## src/rtl/fpga_cfg_pkg.sv

```systemverilog
// Shared FPGA configuration: fixed-point word format and per-block pipeline depths.
package fpga_cfg_pkg;

    // Signed Q(FP_QINT).(FP_QFRAC) word; FP_WIDTH = 1 + FP_QINT + FP_QFRAC.
    localparam int unsigned FP_WIDTH  = 32;
    localparam int unsigned FP_QINT   = 15;
    localparam int unsigned FP_QFRAC  = 16;

    // Per-block pipeline depths.
    localparam int unsigned FX_MUL_LATENCY = 2;

endpackage : fpga_cfg_pkg

```

## src/rtl/fx_mul.sv

```systemverilog
// Pipelined signed fixed-point multiplier with round-half-up and saturation.
//
// Ports:
//   clk, rst_n          rising-edge clock, asynchronous active-low reset
//   valid_in, ready_out input handshake (operand pair a/b)
//   a, b                signed Q(QINT).(QFRAC) operands
//   valid_out, ready_in output handshake
//   result              signed Q(QINT).(QFRAC) product, held when valid_out=0
//
// Stage 1 forms the full 2*WIDTH product; the last stage rounds and saturates.
// With LATENCY=1 both happen in the single stage. The whole pipe advances
// together whenever the output slot is empty or being drained.
module fx_mul
    import fpga_cfg_pkg::*;
#(
    parameter int unsigned WIDTH   = FP_WIDTH,
    parameter int unsigned QINT    = FP_QINT,
    parameter int unsigned QFRAC   = FP_QFRAC,
    parameter int unsigned LATENCY = FX_MUL_LATENCY
) (
    input  logic             clk,
    input  logic             rst_n,
    input  logic             valid_in,
    output logic             ready_out,
    input  logic [WIDTH-1:0] a,
    input  logic [WIDTH-1:0] b,
    output logic             valid_out,
    input  logic             ready_in,
    output logic [WIDTH-1:0] result
);

    localparam int unsigned PW = 2 * WIDTH;

    localparam logic signed [PW-1:0] MAX_V = PW'({1'b0, {(WIDTH-1){1'b1}}});
    localparam logic signed [PW-1:0] MIN_V = ~MAX_V;
    localparam logic signed [PW-1:0] RND   = (QFRAC == 0) ? '0 : (PW'(1) << (QFRAC - 1));

    // Parameter sanity checks at elaboration.
    if (LATENCY < 1 || LATENCY > 8) begin : g_bad_latency
        $error("fx_mul: LATENCY must be in 1..8");
    end
    if (WIDTH != 1 + QINT + QFRAC) begin : g_bad_format
        $error("fx_mul: WIDTH must equal 1+QINT+QFRAC");
    end

    // Round half toward +inf, arithmetic shift, clamp to the WIDTH-bit range.
    function automatic logic [WIDTH-1:0] round_sat(input logic signed [PW-1:0] p);
        logic signed [PW-1:0] s;
        s = (p + RND) >>> QFRAC;
        if (s > MAX_V) begin
            return MAX_V[WIDTH-1:0];
        end else if (s < MIN_V) begin
            return MIN_V[WIDTH-1:0];
        end
        return s[WIDTH-1:0];
    endfunction

    logic                 adv;
    logic [LATENCY-1:0]   vld;
    logic signed [PW-1:0] a_ext;
    logic signed [PW-1:0] b_ext;
    logic signed [PW-1:0] prod_c;

    assign adv       = !valid_out || ready_in;
    assign ready_out = adv;
    assign valid_out = vld[LATENCY-1];

    assign a_ext  = PW'($signed(a));
    assign b_ext  = PW'($signed(b));
    assign prod_c = a_ext * b_ext;

    if (LATENCY == 1) begin : g_single
        // Single stage: multiply, round and saturate straight into result.
        always_ff @(posedge clk or negedge rst_n) begin
            if (!rst_n) begin
                vld    <= '0;
                result <= '0;
            end else if (adv) begin
                vld[0] <= valid_in;
                if (valid_in) begin
                    result <= round_sat(prod_c);
                end
            end
        end
    end else begin : g_multi
        logic signed [PW-1:0] prod [LATENCY-1];

        // Product pipe; data registers only load behind a valid bit so bubbles
        // leave result holding the last emitted value.
        always_ff @(posedge clk or negedge rst_n) begin
            if (!rst_n) begin
                vld    <= '0;
                result <= '0;
                for (int i = 0; i < int'(LATENCY) - 1; i++) begin
                    prod[i] <= '0;
                end
            end else if (adv) begin
                vld <= {vld[LATENCY-2:0], valid_in};
                if (valid_in) begin
                    prod[0] <= prod_c;
                end
                for (int i = 1; i < int'(LATENCY) - 1; i++) begin
                    if (vld[i-1]) begin
                        prod[i] <= prod[i-1];
                    end
                end
                if (vld[LATENCY-2]) begin
                    result <= round_sat(prod[LATENCY-2]);
                end
            end
        end
    end

endmodule : fx_mul

```

## config.mk

```make
export PLATFORM = sky130hd
export DESIGN_NAME = fx_mul
export DESIGN_NICKNAME = d
export VERILOG_FILES = /design/src/rtl/fpga_cfg_pkg.sv /design/src/rtl/fx_mul.sv
export SDC_FILE = /design/constraint.sdc
export NUM_CORES = 2
export LEC_CHECK = 0
export ABC_AREA = 1
export CORE_UTILIZATION = 45
export DETAILED_ROUTE_END_ITERATION = 10
export HOLD_SLACK_MARGIN = 0.15
export SETUP_SLACK_MARGIN = 0.02
export SKIP_LAST_GASP = 1
export SLEW_MARGIN = 20
export SYNTH_ARGS = -nofsm -noshare
export SYNTH_HDL_FRONTEND = slang
export SYNTH_SLANG_ARGS = --single-unit
```

## constraint.sdc

```tcl
create_clock -name clk -period 3.2 [get_ports clk]
set_clock_uncertainty 0.15 [all_clocks]
set_input_delay 0.96 -clock clk [delete_from_list [all_inputs] [get_ports clk]]
set_output_delay 0.96 -clock clk [all_outputs]
set_load 0.05 [all_outputs]
```

==> impl_metrics.toml <==
[setup_path]
path_class = "primary input to flop"
worstPathRequired_ns = 3.28
cpPeakStageDelay_ns = 0.61
arrival_ns = 7.56
critPathMaxFanout = 6
rr_worst_depth = 15
critPathCaptureType = "flop"
path_buf_inv = 12
cpMaxStageDelayCell = "fa_2"
crit_cells = 31
cp-start-kind = "primary input"
crit_family = "adder cells"

[clocking]
clk-insertion-delay-late_ns = 0.36
clockBufferDepth = 2
cts_max_level = 3
cts_buffers = 9
cts.sink_count = 83
cts_hold_buf = 0
cts_tree = "done"
clk_pin_slew_ns = 0.06
cts-root-buf = "clkbuf_16"

[yosys]
yosysTopAreaCellShare = 0.5059
synth-seq-area-share = 0.04855
synth.distinct_cells = 38
synth_area_leaders = "fa_1 51%, inv_1 15%, nand2_1 12%"
ys.flop_type = "dfrtp_1"
synthMostInstantiatedCell = "inv_1"
yosysTopAreaCell = "fa_1"
synth_fp_nets = 6771
synth_area_mm2 = 0.04278
avgSynthCellArea_um2 = 7.862
synth_warnings = 0
ys_top_cells_by_count = "1677 x inv_1, 1376 x nand2_1, 1081 x fa_1"
synth_edf_count = 0
async_flop_share = 1.000
ys_seq_elements = 83
syn_inst = 5441

[run]
cap_violations = 0

[floorplanning]
rows = 112
io_pins = 102
fp.dieH_um = 310.3
die-area_mm2 = 0.09630
die_w_um = 310.3
core-area_mm2 = 0.09375
initial_core_util = 0.4563

[route]
wirelength_um = 150800
wl_per_cell_um = 20.34
drt_iter0_markers = 2864
drc = 0
dr.pass1.iters = 6
vias = 37320
routed_via_density = 5.033
antenna_left = 0

[global_routing]
grt_max_degree = 63
grt_pass1_wl_um = 232300
antenna_found_initial = 3
grt-ovfl-total = 0
grt_pass1_vias = 39670
grt_usage = 0.3243

[timing]
hold_viol = 0
maxSlewHeadroom = 0.6507
setup_violations = 49
final.setup.worst_slack_ns = -4.278
rsz0062_at_grt = "yes"
fin_crit_ns = 7.478
worst_pin_slew_ns = 0.5223
post-route-period-util = 2.337
slew_viol_final = 0
max_freq_mhz = 133.7

[layout]
drive_above_1_share = 0.2740
seq_area_mm2 = 0.002077
multiInputGateArea_mm2 = 0.03695
area_growth_pct = 33.99
fin_nets = 7483
n_fill_cell = 8048

[outcome]
violations = "negative setup slack"
outcome = "finished with violations"

[placement]
io_buffers = 101
place_ws_ns = -5.357
gp_congestion = 0.9633
hpwlAfterDp_um = 110900

[min_path]
worst_hold_path_type = "flop to flop"
holdPathStages = 2
## tightest hold or removal path, cell delays in order, from the launching register on
cell and delay [ns]:
dfrtp_1 0.32, inv_1 0.06, nand2_1 0.06
## area by class of cell
type,instances,share of cell area
inverters,1680,0.1106
clock inverters,7,0.001462
clock buffers,9,0.003929
repair buffers,912,0.1757
flip-flops and latches,83,0.03623
multi-input cells,3467,0.6446
well taps,1254,0.02737
diodes,2,0.00008731
## per-layer routing
layer  part of all wire  vias up  track usage
met2               0.47     1471       0.5401
met4              0.049        2       0.1227
met1               0.39    18830       0.4191
met3              0.088      365      0.06157
li1                   -    16650            -
met5           0.000086        -            0
## registers in the layout, summed over array words and instances, names as in the netlist
name and count:
result 32, vld 2, g_multi.prod 49
## final timing paths
kind	to	from	slack, ns
setup / recovery	g_multi.prod[53]	b[5]	-4.28
hold / removal	vld[1]	vld[0]	0.33
setup reg to reg	result[24]	g_multi.prod[15]	0.51
hold reg to reg	vld[1]	vld[0]	0.33
max in group asynchronous	g_multi.prod[44]	rst_n	1.84
min in group asynchronous	result[5]	rst_n	0.39
## stage by stage
stage	utilization	hold slack, ns	cell area, um2	setup TNS [ns]	cells
after detailed placement	0.5418	0.3185	50800	-240.50	7149
after global placement	0.5418	0.2977	50800	-238.87	7149
final	0.6114	0.3258	57320	-198.16	7414
after global routing	0.6114	0.3473	57320	-207.31	7414
after CTS	0.5937	0.3267	55660	-196.97	7358
after floorplan	-	0.2817	44410	-185.36	5441
## placed cells by master, fill, tap and decap left out, types with 95 or more instances in the layout
cell,n
buf_12,115
buf_4,566
buf_6,103
fa_1,986
fa_2,95
ha_1,126
inv_1,1538
inv_2,128
nand2_1,1232
nand2_2,114
nor2_1,164
## logic make-up (layout without fill, tap and decap cells)
family          after synthesis  in the layout  share of synthesized area
flops                        83             83                    0.04855
xor+xnor                     59             59                    0.01208
other cells                   0              2                          0
buf+inv                    1891           2608                     0.1672
simple gates               1888           1888                     0.1782
fa+ha+maj                  1262           1262                     0.5588
compound gates              258            258                    0.03507
## timing repair
item                       CTS  global route
pin swaps                  336           281
buffers inserted           140            59
cloned                      55             3
setup endpoints to repair   49            49
resized for setup          894           361
Power is not shown: default switching activity piles up to over one toggle a cycle in this logic, so the estimate is an artifact.
